==> src/rtl/alu_arbiter_if.sv <==
// Bundle of both requester channels, the ALU hookup and the response channel.
// The arbiter takes the slave view; requesters, ALU and consumer take master.
interface alu_arbiter_if #(
  parameter int DATA_W = 32,
  parameter int MODE_W = 4
);
  logic              r0_valid;
  logic              r0_ready;
  logic [DATA_W-1:0] r0_a;
  logic [DATA_W-1:0] r0_b;
  logic [MODE_W-1:0] r0_mode;

  logic              r1_valid;
  logic              r1_ready;
  logic [DATA_W-1:0] r1_a;
  logic [DATA_W-1:0] r1_b;
  logic [MODE_W-1:0] r1_mode;

  logic [DATA_W-1:0] alu_a;
  logic [DATA_W-1:0] alu_b;
  logic [MODE_W-1:0] alu_mode;
  logic [DATA_W-1:0] alu_out;

  logic              rsp_valid;
  logic              rsp_ready;
  logic              rsp_id;
  logic [DATA_W-1:0] rsp_data;

  modport slave (
    input  r0_valid, r0_a, r0_b, r0_mode,
    output r0_ready,
    input  r1_valid, r1_a, r1_b, r1_mode,
    output r1_ready,
    output alu_a, alu_b, alu_mode,
    input  alu_out,
    output rsp_valid, rsp_id, rsp_data,
    input  rsp_ready
  );

  modport master (
    output r0_valid, r0_a, r0_b, r0_mode,
    input  r0_ready,
    output r1_valid, r1_a, r1_b, r1_mode,
    input  r1_ready,
    input  alu_a, alu_b, alu_mode,
    output alu_out,
    input  rsp_valid, rsp_id, rsp_data,
    output rsp_ready
  );
endinterface

==> src/rtl/alu_arbiter.sv <==
// Round-robin share of one combinational ALU between two requesters.
// Define ALU_ARB_PERF_EN to add perf_ops / perf_stall counters.
module alu_arbiter #(
  parameter int DATA_W = 32,
  parameter int MODE_W = 4
) (
  input  logic   clk,
  input  logic   rst_n,
  alu_arbiter_if.slave bus
`ifdef ALU_ARB_PERF_EN
  ,
  output logic [31:0] perf_ops,
  output logic [31:0] perf_stall
`endif
);

  typedef enum logic [1:0] {
    IDLE = 2'd0,
    BUSY = 2'd1,
    RESP = 2'd2
  } state_e;

  state_e state_q, state_d;

  logic              last_q, last_d;
  logic              pend_q, pend_d;
  logic              rsp_valid_q, rsp_valid_d;
  logic              rsp_id_q, rsp_id_d;
  logic [DATA_W-1:0] rsp_data_q, rsp_data_d;
  logic [DATA_W-1:0] alu_a_q, alu_a_d;
  logic [DATA_W-1:0] alu_b_q, alu_b_d;
  logic [MODE_W-1:0] alu_mode_q, alu_mode_d;

  logic g0, g1;
  logic can_accept;
  logic r0_rdy, r1_rdy;
  logic acc, acc_id;

  // last_q=1 means r1 won last, so r0 wins the next tie
  always_comb begin
    g0 = bus.r0_valid & (~bus.r1_valid | last_q);
    g1 = bus.r1_valid & (~bus.r0_valid | ~last_q);
  end

  always_ff @(posedge clk or negedge rst_n) begin
    if (!rst_n) begin
      state_q <= IDLE;
    end else begin
      state_q <= state_d;
    end
  end

  always_comb begin
    state_d = state_q;
    unique case (state_q)
      IDLE: if (acc) state_d = BUSY;
      BUSY: state_d = RESP;
      RESP: begin
        if (bus.rsp_ready) begin
          state_d = acc ? BUSY : IDLE;
        end
      end
      default: state_d = IDLE;
    endcase
  end

  always_comb begin
    can_accept = (state_q == IDLE) |
                 ((state_q == RESP) & bus.rsp_ready);
    r0_rdy = can_accept & g0;
    r1_rdy = can_accept & g1;
    acc    = r0_rdy | r1_rdy;
    acc_id = r1_rdy;
  end

  always_comb begin
    alu_a_d     = alu_a_q;
    alu_b_d     = alu_b_q;
    alu_mode_d  = alu_mode_q;
    pend_d      = pend_q;
    last_d      = last_q;
    rsp_valid_d = rsp_valid_q;
    rsp_id_d    = rsp_id_q;
    rsp_data_d  = rsp_data_q;
    if (acc) begin
      alu_a_d    = acc_id ? bus.r1_a : bus.r0_a;
      alu_b_d    = acc_id ? bus.r1_b : bus.r0_b;
      alu_mode_d = acc_id ? bus.r1_mode : bus.r0_mode;
      pend_d     = acc_id;
      last_d     = acc_id;
    end
    if (state_q == BUSY) begin
      rsp_data_d  = bus.alu_out;
      rsp_id_d    = pend_q;
      rsp_valid_d = 1'b1;
    end else if ((state_q == RESP) & bus.rsp_ready) begin
      rsp_valid_d = 1'b0;
    end
  end

  always_ff @(posedge clk or negedge rst_n) begin
    if (!rst_n) begin
      alu_a_q     <= '0;
      alu_b_q     <= '0;
      alu_mode_q  <= '0;
      pend_q      <= 1'b0;
      last_q      <= 1'b1;
      rsp_valid_q <= 1'b0;
      rsp_id_q    <= 1'b0;
      rsp_data_q  <= '0;
    end else begin
      alu_a_q     <= alu_a_d;
      alu_b_q     <= alu_b_d;
      alu_mode_q  <= alu_mode_d;
      pend_q      <= pend_d;
      last_q      <= last_d;
      rsp_valid_q <= rsp_valid_d;
      rsp_id_q    <= rsp_id_d;
      rsp_data_q  <= rsp_data_d;
    end
  end

  assign bus.r0_ready  = r0_rdy;
  assign bus.r1_ready  = r1_rdy;
  assign bus.alu_a     = alu_a_q;
  assign bus.alu_b     = alu_b_q;
  assign bus.alu_mode  = alu_mode_q;
  assign bus.rsp_valid = rsp_valid_q;
  assign bus.rsp_id    = rsp_id_q;
  assign bus.rsp_data  = rsp_data_q;

`ifdef ALU_ARB_PERF_EN
  logic [31:0] perf_ops_q, perf_ops_d;
  logic [31:0] perf_stall_q, perf_stall_d;
  logic        stall;

  // a stall is any cycle with a pending request that was not granted
  always_comb begin
    stall = (bus.r0_valid & ~r0_rdy) |
            (bus.r1_valid & ~r1_rdy);
    perf_ops_d   = perf_ops_q;
    perf_stall_d = perf_stall_q;
    if (rsp_valid_q & bus.rsp_ready) begin
      perf_ops_d = perf_ops_q + 32'd1;
    end
    if (stall) begin
      perf_stall_d = perf_stall_q + 32'd1;
    end
  end

  always_ff @(posedge clk or negedge rst_n) begin
    if (!rst_n) begin
      perf_ops_q   <= '0;
      perf_stall_q <= '0;
    end else begin
      perf_ops_q   <= perf_ops_d;
      perf_stall_q <= perf_stall_d;
    end
  end

  assign perf_ops   = perf_ops_q;
  assign perf_stall = perf_stall_q;
`endif

endmodule

==> src/flat_wrapper.sv <==
// flat-port wrapper written by rule: the top's interface ports become plain ports
module alu_arbiter_flat 
#(
  parameter int DATA_W = 32,
  parameter int MODE_W = 4
)
  (clk, rst_n, bus_r0_valid, bus_r0_a, bus_r0_b, bus_r0_mode, bus_r0_ready, bus_r1_valid, bus_r1_a, bus_r1_b, bus_r1_mode, bus_r1_ready, bus_alu_a, bus_alu_b, bus_alu_mode, bus_alu_out, bus_rsp_valid, bus_rsp_id, bus_rsp_data, bus_rsp_ready);
  alu_arbiter_if #(.DATA_W(DATA_W), .MODE_W(MODE_W)) bus_i ();
  input  logic clk;
  input  logic rst_n;
  input wire logic [$bits(bus_i.r0_valid)-1:0] bus_r0_valid;
  input wire logic [$bits(bus_i.r0_a)-1:0] bus_r0_a;
  input wire logic [$bits(bus_i.r0_b)-1:0] bus_r0_b;
  input wire logic [$bits(bus_i.r0_mode)-1:0] bus_r0_mode;
  output wire logic [$bits(bus_i.r0_ready)-1:0] bus_r0_ready;
  input wire logic [$bits(bus_i.r1_valid)-1:0] bus_r1_valid;
  input wire logic [$bits(bus_i.r1_a)-1:0] bus_r1_a;
  input wire logic [$bits(bus_i.r1_b)-1:0] bus_r1_b;
  input wire logic [$bits(bus_i.r1_mode)-1:0] bus_r1_mode;
  output wire logic [$bits(bus_i.r1_ready)-1:0] bus_r1_ready;
  output wire logic [$bits(bus_i.alu_a)-1:0] bus_alu_a;
  output wire logic [$bits(bus_i.alu_b)-1:0] bus_alu_b;
  output wire logic [$bits(bus_i.alu_mode)-1:0] bus_alu_mode;
  input wire logic [$bits(bus_i.alu_out)-1:0] bus_alu_out;
  output wire logic [$bits(bus_i.rsp_valid)-1:0] bus_rsp_valid;
  output wire logic [$bits(bus_i.rsp_id)-1:0] bus_rsp_id;
  output wire logic [$bits(bus_i.rsp_data)-1:0] bus_rsp_data;
  input wire logic [$bits(bus_i.rsp_ready)-1:0] bus_rsp_ready;
  assign bus_i.r0_valid = bus_r0_valid;
  assign bus_i.r0_a = bus_r0_a;
  assign bus_i.r0_b = bus_r0_b;
  assign bus_i.r0_mode = bus_r0_mode;
  assign bus_r0_ready = bus_i.r0_ready;
  assign bus_i.r1_valid = bus_r1_valid;
  assign bus_i.r1_a = bus_r1_a;
  assign bus_i.r1_b = bus_r1_b;
  assign bus_i.r1_mode = bus_r1_mode;
  assign bus_r1_ready = bus_i.r1_ready;
  assign bus_alu_a = bus_i.alu_a;
  assign bus_alu_b = bus_i.alu_b;
  assign bus_alu_mode = bus_i.alu_mode;
  assign bus_i.alu_out = bus_alu_out;
  assign bus_rsp_valid = bus_i.rsp_valid;
  assign bus_rsp_id = bus_i.rsp_id;
  assign bus_rsp_data = bus_i.rsp_data;
  assign bus_i.rsp_ready = bus_rsp_ready;
  alu_arbiter #(.DATA_W(DATA_W), .MODE_W(MODE_W)) u_core (.clk(clk), .rst_n(rst_n), .bus(bus_i));
endmodule
==> config.mk <==
export PLATFORM = sky130hd
export DESIGN_NAME = alu_arbiter_flat
export DESIGN_NICKNAME = d
export VERILOG_FILES = /design/src/rtl/alu_arbiter_if.sv /design/src/rtl/alu_arbiter.sv /design/src/flat_wrapper.sv
export SDC_FILE = /design/constraint.sdc
export NUM_CORES = 1
export LEC_CHECK = 0
export CAP_MARGIN = 0
export CORE_ASPECT_RATIO = 0.6
export CORE_MARGIN = 2
export CORE_UTILIZATION = 30
export CTS_CLUSTER_SIZE = 14
export DETAILED_ROUTE_END_ITERATION = 10
export PLACE_DENSITY_LB_ADDON = 0.12
export SLEW_MARGIN = 20
export SYNTH_ARGS = -nofsm -noshare
export SYNTH_HDL_FRONTEND = slang
export SYNTH_SLANG_ARGS = --single-unit
==> constraint.sdc <==
create_clock -name clk -period 1.7 [get_ports clk]
set_input_delay 0.34 -clock clk [delete_from_list [all_inputs] [get_ports clk]]
set_output_delay 0.34 -clock clk [all_outputs]
set_load 0.01 [all_outputs]
Yosys cells after proc, flatten, opt, wreduce, memory -nomap -nowiden
Index checks and enable logic that the tools add are counted.
Cells by class
  eq/ne operators: 4
  muxes and demuxes: 9
  bitwise operators: 12
  reduce and logical (&&, ||, !) cells: 3
Operator list (count)
  two-way mux 32 bit: 2
  case mux 2 bit (3 select lines): 1
  AND 1 bit: 5
  two-way mux 2 bit: 2
  two-way mux 4 bit: 1
  OR 1 bit: 4
  two-way mux 1 bit: 3
  inverter 1 bit: 3
  == test 2 x 1 -> 1 bit (second input constant): 1
  == test 2 bit (second input constant): 1
  zero test 2 bit: 1
  inequality test 2 x 1 -> 1 bit (second input constant): 1
  inequality test 2 bit (second input constant): 1
  AND reduction 2 bit: 1
  nonzero test 2 bit: 1
Word-level totals
  register bits: 106
  logic and storage cells: 37

Longest topological paths before layout
  depth in word-level cells: 8
  mapped depth: 6

Least setup slack after synthesis
No wires, ideal clock.
  path type: register -> output
  from: register u_core.last_q
  to: output bus_r0_ready
  arrival time: 1.190 ns
  setup slack: 0.170 ns
  stages on the path, launching flop included: 5
  buffers on the path: 1
  path through: dfstp_2 > nand2b_1 > buf_4 > nand2_1 > nor3_1
Between the ends
  cells in the longest elaborated chain, start to end: 3
Ends and longest elaborated chain
  from (decl): RTL line alu_arbiter.sv:25  | logic last_q, last_d;
  from (signal assigned): RTL line alu_arbiter.sv:116  | last_q <= last_d;
  OR 1 bit: RTL line alu_arbiter.sv:41  | g0 = bus.r0_valid & (~bus.r1_valid | last_q);
  AND 1 bit: RTL line alu_arbiter.sv:41
  AND 1 bit: RTL line alu_arbiter.sv:70  | r0_rdy = can_accept & g0;
  to (decl): RTL line flat_wrapper.sv:15  | output wire logic [$bits(bus_i.r0_ready)-1:0] bus_r0_ready;
Every way passes these cells.

Worst setup path after layout
Same ends and word-level chain as after synthesis.

==> impl_metrics.yaml <==
clock_tree:
  htreeDepth: 3
  cts_root_buffer: "clkbuf_16"
  clock-sinks: 106
  cts-buffers-inserted: 9
  cts_tree: "done"
  clock_latency_ps: 340
  clkTransAtPathRegs_ps: 80
  max-clock-path-buffers: 2
pwr:
  finalPower_uw: 14400
  vdd_drop_max_uv: 912
  power.density_mw_per_mm2: 1610
  p_leak_uw: 0.00348
drt:
  drt_iter0_drc: 520
  vias_per_cell: 5.60
  wl_per_cell_um: 21.0
  dr.pass1.iters: 5
  route.vias.total: 5574
  ant_nets: 0
  routed_wl_um: 20900
  drc: 0
cells_and_area:
  multi_input_area_mm2: 0.00246
  drive_gt1_frac: 0.163
  register_area_mm2: 0.00266
  final_nets: 930
  stdcell_count: 996
  antennaDiodeCount: 0
  num-fill-cells: 1548
  synthToLayoutAreaGrowth_pct: 65.4
critical_path:
  r2r-end: "u_core.bus.alu_b[23]$_DFFE_PN0P_"
  required_ps: 1360
  r2r_setup_slack_ps: 110
  start_kind: "flip-flop"
  crit_arrival_ps: 1390
  path_max_fanout: 4
  ff2ff_path_depth: 4
  critPathCaptureType: "output pin"
  rr_startpoint: "u_core.last_q$_DFFE_PN1P_"
  worstSetupPathType: "flip-flop to output pin"
grt:
  grt_start_max_net_pins: 60
  grt_pass1_vias: 5829
  grt_first_pass_wirelength_um: 32100
  grt_overflow: 0
  gr-usage-all-layers: 0.210
  antenna_found_initial: 0
synth:
  synthSimpleGateAreaFrac: 0.0379
  yosys_warnings: 0
  synth_xor_area_frac: 0
  synthMuxAreaShare: 0.0686
  syn_nets: 680
  synth_cells: 507
  synth_top_family_by_area: "compound AO/OA/AOI/OAI gates"
  synth_compound_area_frac: 0.336
  synthFlopType: "dfrtp_1"
  synth_cell_types: 29
  ys_ff_latch: 106
  async_flop_share: 1.00
  synth-adder-area-share: 0
  syn_area_per_cell_um2: 10.7
  syn_area_mm2: 0.00542
  yosysSeqAreaShare: 0.490
  synth_edf_count: 0
job:
  cap_violations: 0
sta:
  finalSetupViolations: 1
  hold_ws_ps: 434
  finClkSkew_ps: 8.02
  fin_crit_sh: 1.01
  slew_violations: 0
  hold_viol_final: 0
  setup_ws_ps: -25.4
  layout_min_cycle_time_ps: 1730
  rsz0062_at_grt: "true"
  max_slew_margin: 0.547
  worst_slew_pin_slew_ps: 680
  max_freq_mhz: 580
run_status:
  failed_checks: "setup timing"
  outcome: "finished with violations"
floorplan:
  core_mm2: 0.0174
  start_util: 0.311
  dieHeight_um: 108
  die_w_um: 177
  io_pins: 277
  die_area_mm2: 0.0192
  row_count: 37
place:
  gp_congestion: 0.795
  post-dp-hpwl_um: 14000
  portBuffers: 276
  place_inst: 976
worst_hold_path:
  min_path_type: "input port to async pin"
-- worst max path at each step --
stage                               from                               to  slack [ps]
2_1_floorplan  u_core.last_q$_DFFE_PN1P_                     bus_r0_ready         170
3_3_place_gp                bus_r1_valid  u_core.bus.alu_b[7]$_DFFE_PN0P_        -550
3_5_place_dp                bus_r1_valid                     bus_r0_ready        -450
4_1_cts        u_core.last_q$_DFFE_PN1P_                     bus_r0_ready         -70
5_1_grt        u_core.last_q$_DFFE_PN1P_                     bus_r0_ready         -80
6_report       u_core.last_q$_DFFE_PN1P_                     bus_r0_ready         -30
-- layer usage --
layer,part of all wire,global-route usage,up-vias
met1,0.44,0.287,2759
met2,0.46,0.337,277
met4,0.012,0.0492,0
met3,0.081,0.0496,22
met5,0,0,-
li1,-,-,2516
-- cells in the mapped netlist, drive strengths merged, types with 3 or more instances --
master	number	area [um^2]
a21oi	50	250
nand2	3	11.3
buf	38	221
clkbuf	35	131
a31oi	88	551
dfrtp	105	2630
nand4	20	125
inv	3	11.3
mux2	33	372
o31ai	116	971
-- kinds of logic (layout without fill, tap and decap cells) --
family / after synthesis / count (layout)
DFF: 106 / 106
muxes: 33 / 33
buffers and inverters: 76 / 331
and+or+nand+nor: 33 / 33
AOI/OAI and AO/OA: 259 / 259
-- sequential cells by signal (all words and copies together), names as in the netlist --
register / cells
u_core.bus.alu_b: 32
u_core.bus.alu_mode: 4
u_core.bus.rsp_data: 32
u_core.state_q: 2
u_core.pend_q: 1
u_core.bus.alu_a: 32
u_core.last_q: 1
u_core.bus.rsp_id: 1
u_core.bus.rsp_valid: 1
-- layout by cell type (no fill, tap or decap), drive strengths merged, types with 2 or more instances in the layout --
master	netlist	routed
nor2	2	2
o32a	2	2
o31ai	116	116
nand4	20	20
inv	3	6
a21oi	50	50
nor3	2	2
dfrtp	105	105
nand2	3	3
buf	38	37
mux2	33	33
clkinvlp	0	2
clkbuf	35	11
nand2b	2	2
clkdlybuf4s50	0	272
a31oi	88	88
-- critical path, cell delays in order (launching register included) --
cell and delay, ps:
dfstp_2 560, nand2b_4 150, nand2_4 50, nor3_2 110
buf_2 180
-- power breakdown --
group	internal (uW)	switching (uW)	leakage, uW
registers	3760	718	0.00127
logic	4110	3620	0.00207
clock network	1170	1030	0.000146
total	9050	5370	0.00348
-- metrics by stage --
step	TNS (ps)	worst slack [ps]	instance area, um^2	util
after floorplan	0	170	5420	-
after global placement	-28290	-546	8510	0.489
after detailed placement	-17270	-453	8530	0.490
after CTS	-74.1	-74.1	8840	0.508
after global routing	-131	-75.2	8950	0.514
final	-25.4	-25.4	8950	0.514
-- timing repair --
action,CTS,global route
pin swaps,0,3
hold endpoints to repair,15,0
hold buffers,1,0
gates resized for setup,10,9
endpoints found under the setup margin,2,30
cloned,0,2
buffers inserted,0,1
-- cell type report --
cell class	instances	area share
flip-flops and latches	106	0.296
well taps	234	0.0327
clock inverters	7	0.00950
multi-input cells	325	0.275
clock buffers	9	0.0252
inverters	3	0.00126
repair buffers	312	0.360
No activity file was read; power rests on OpenSTA's default activity.
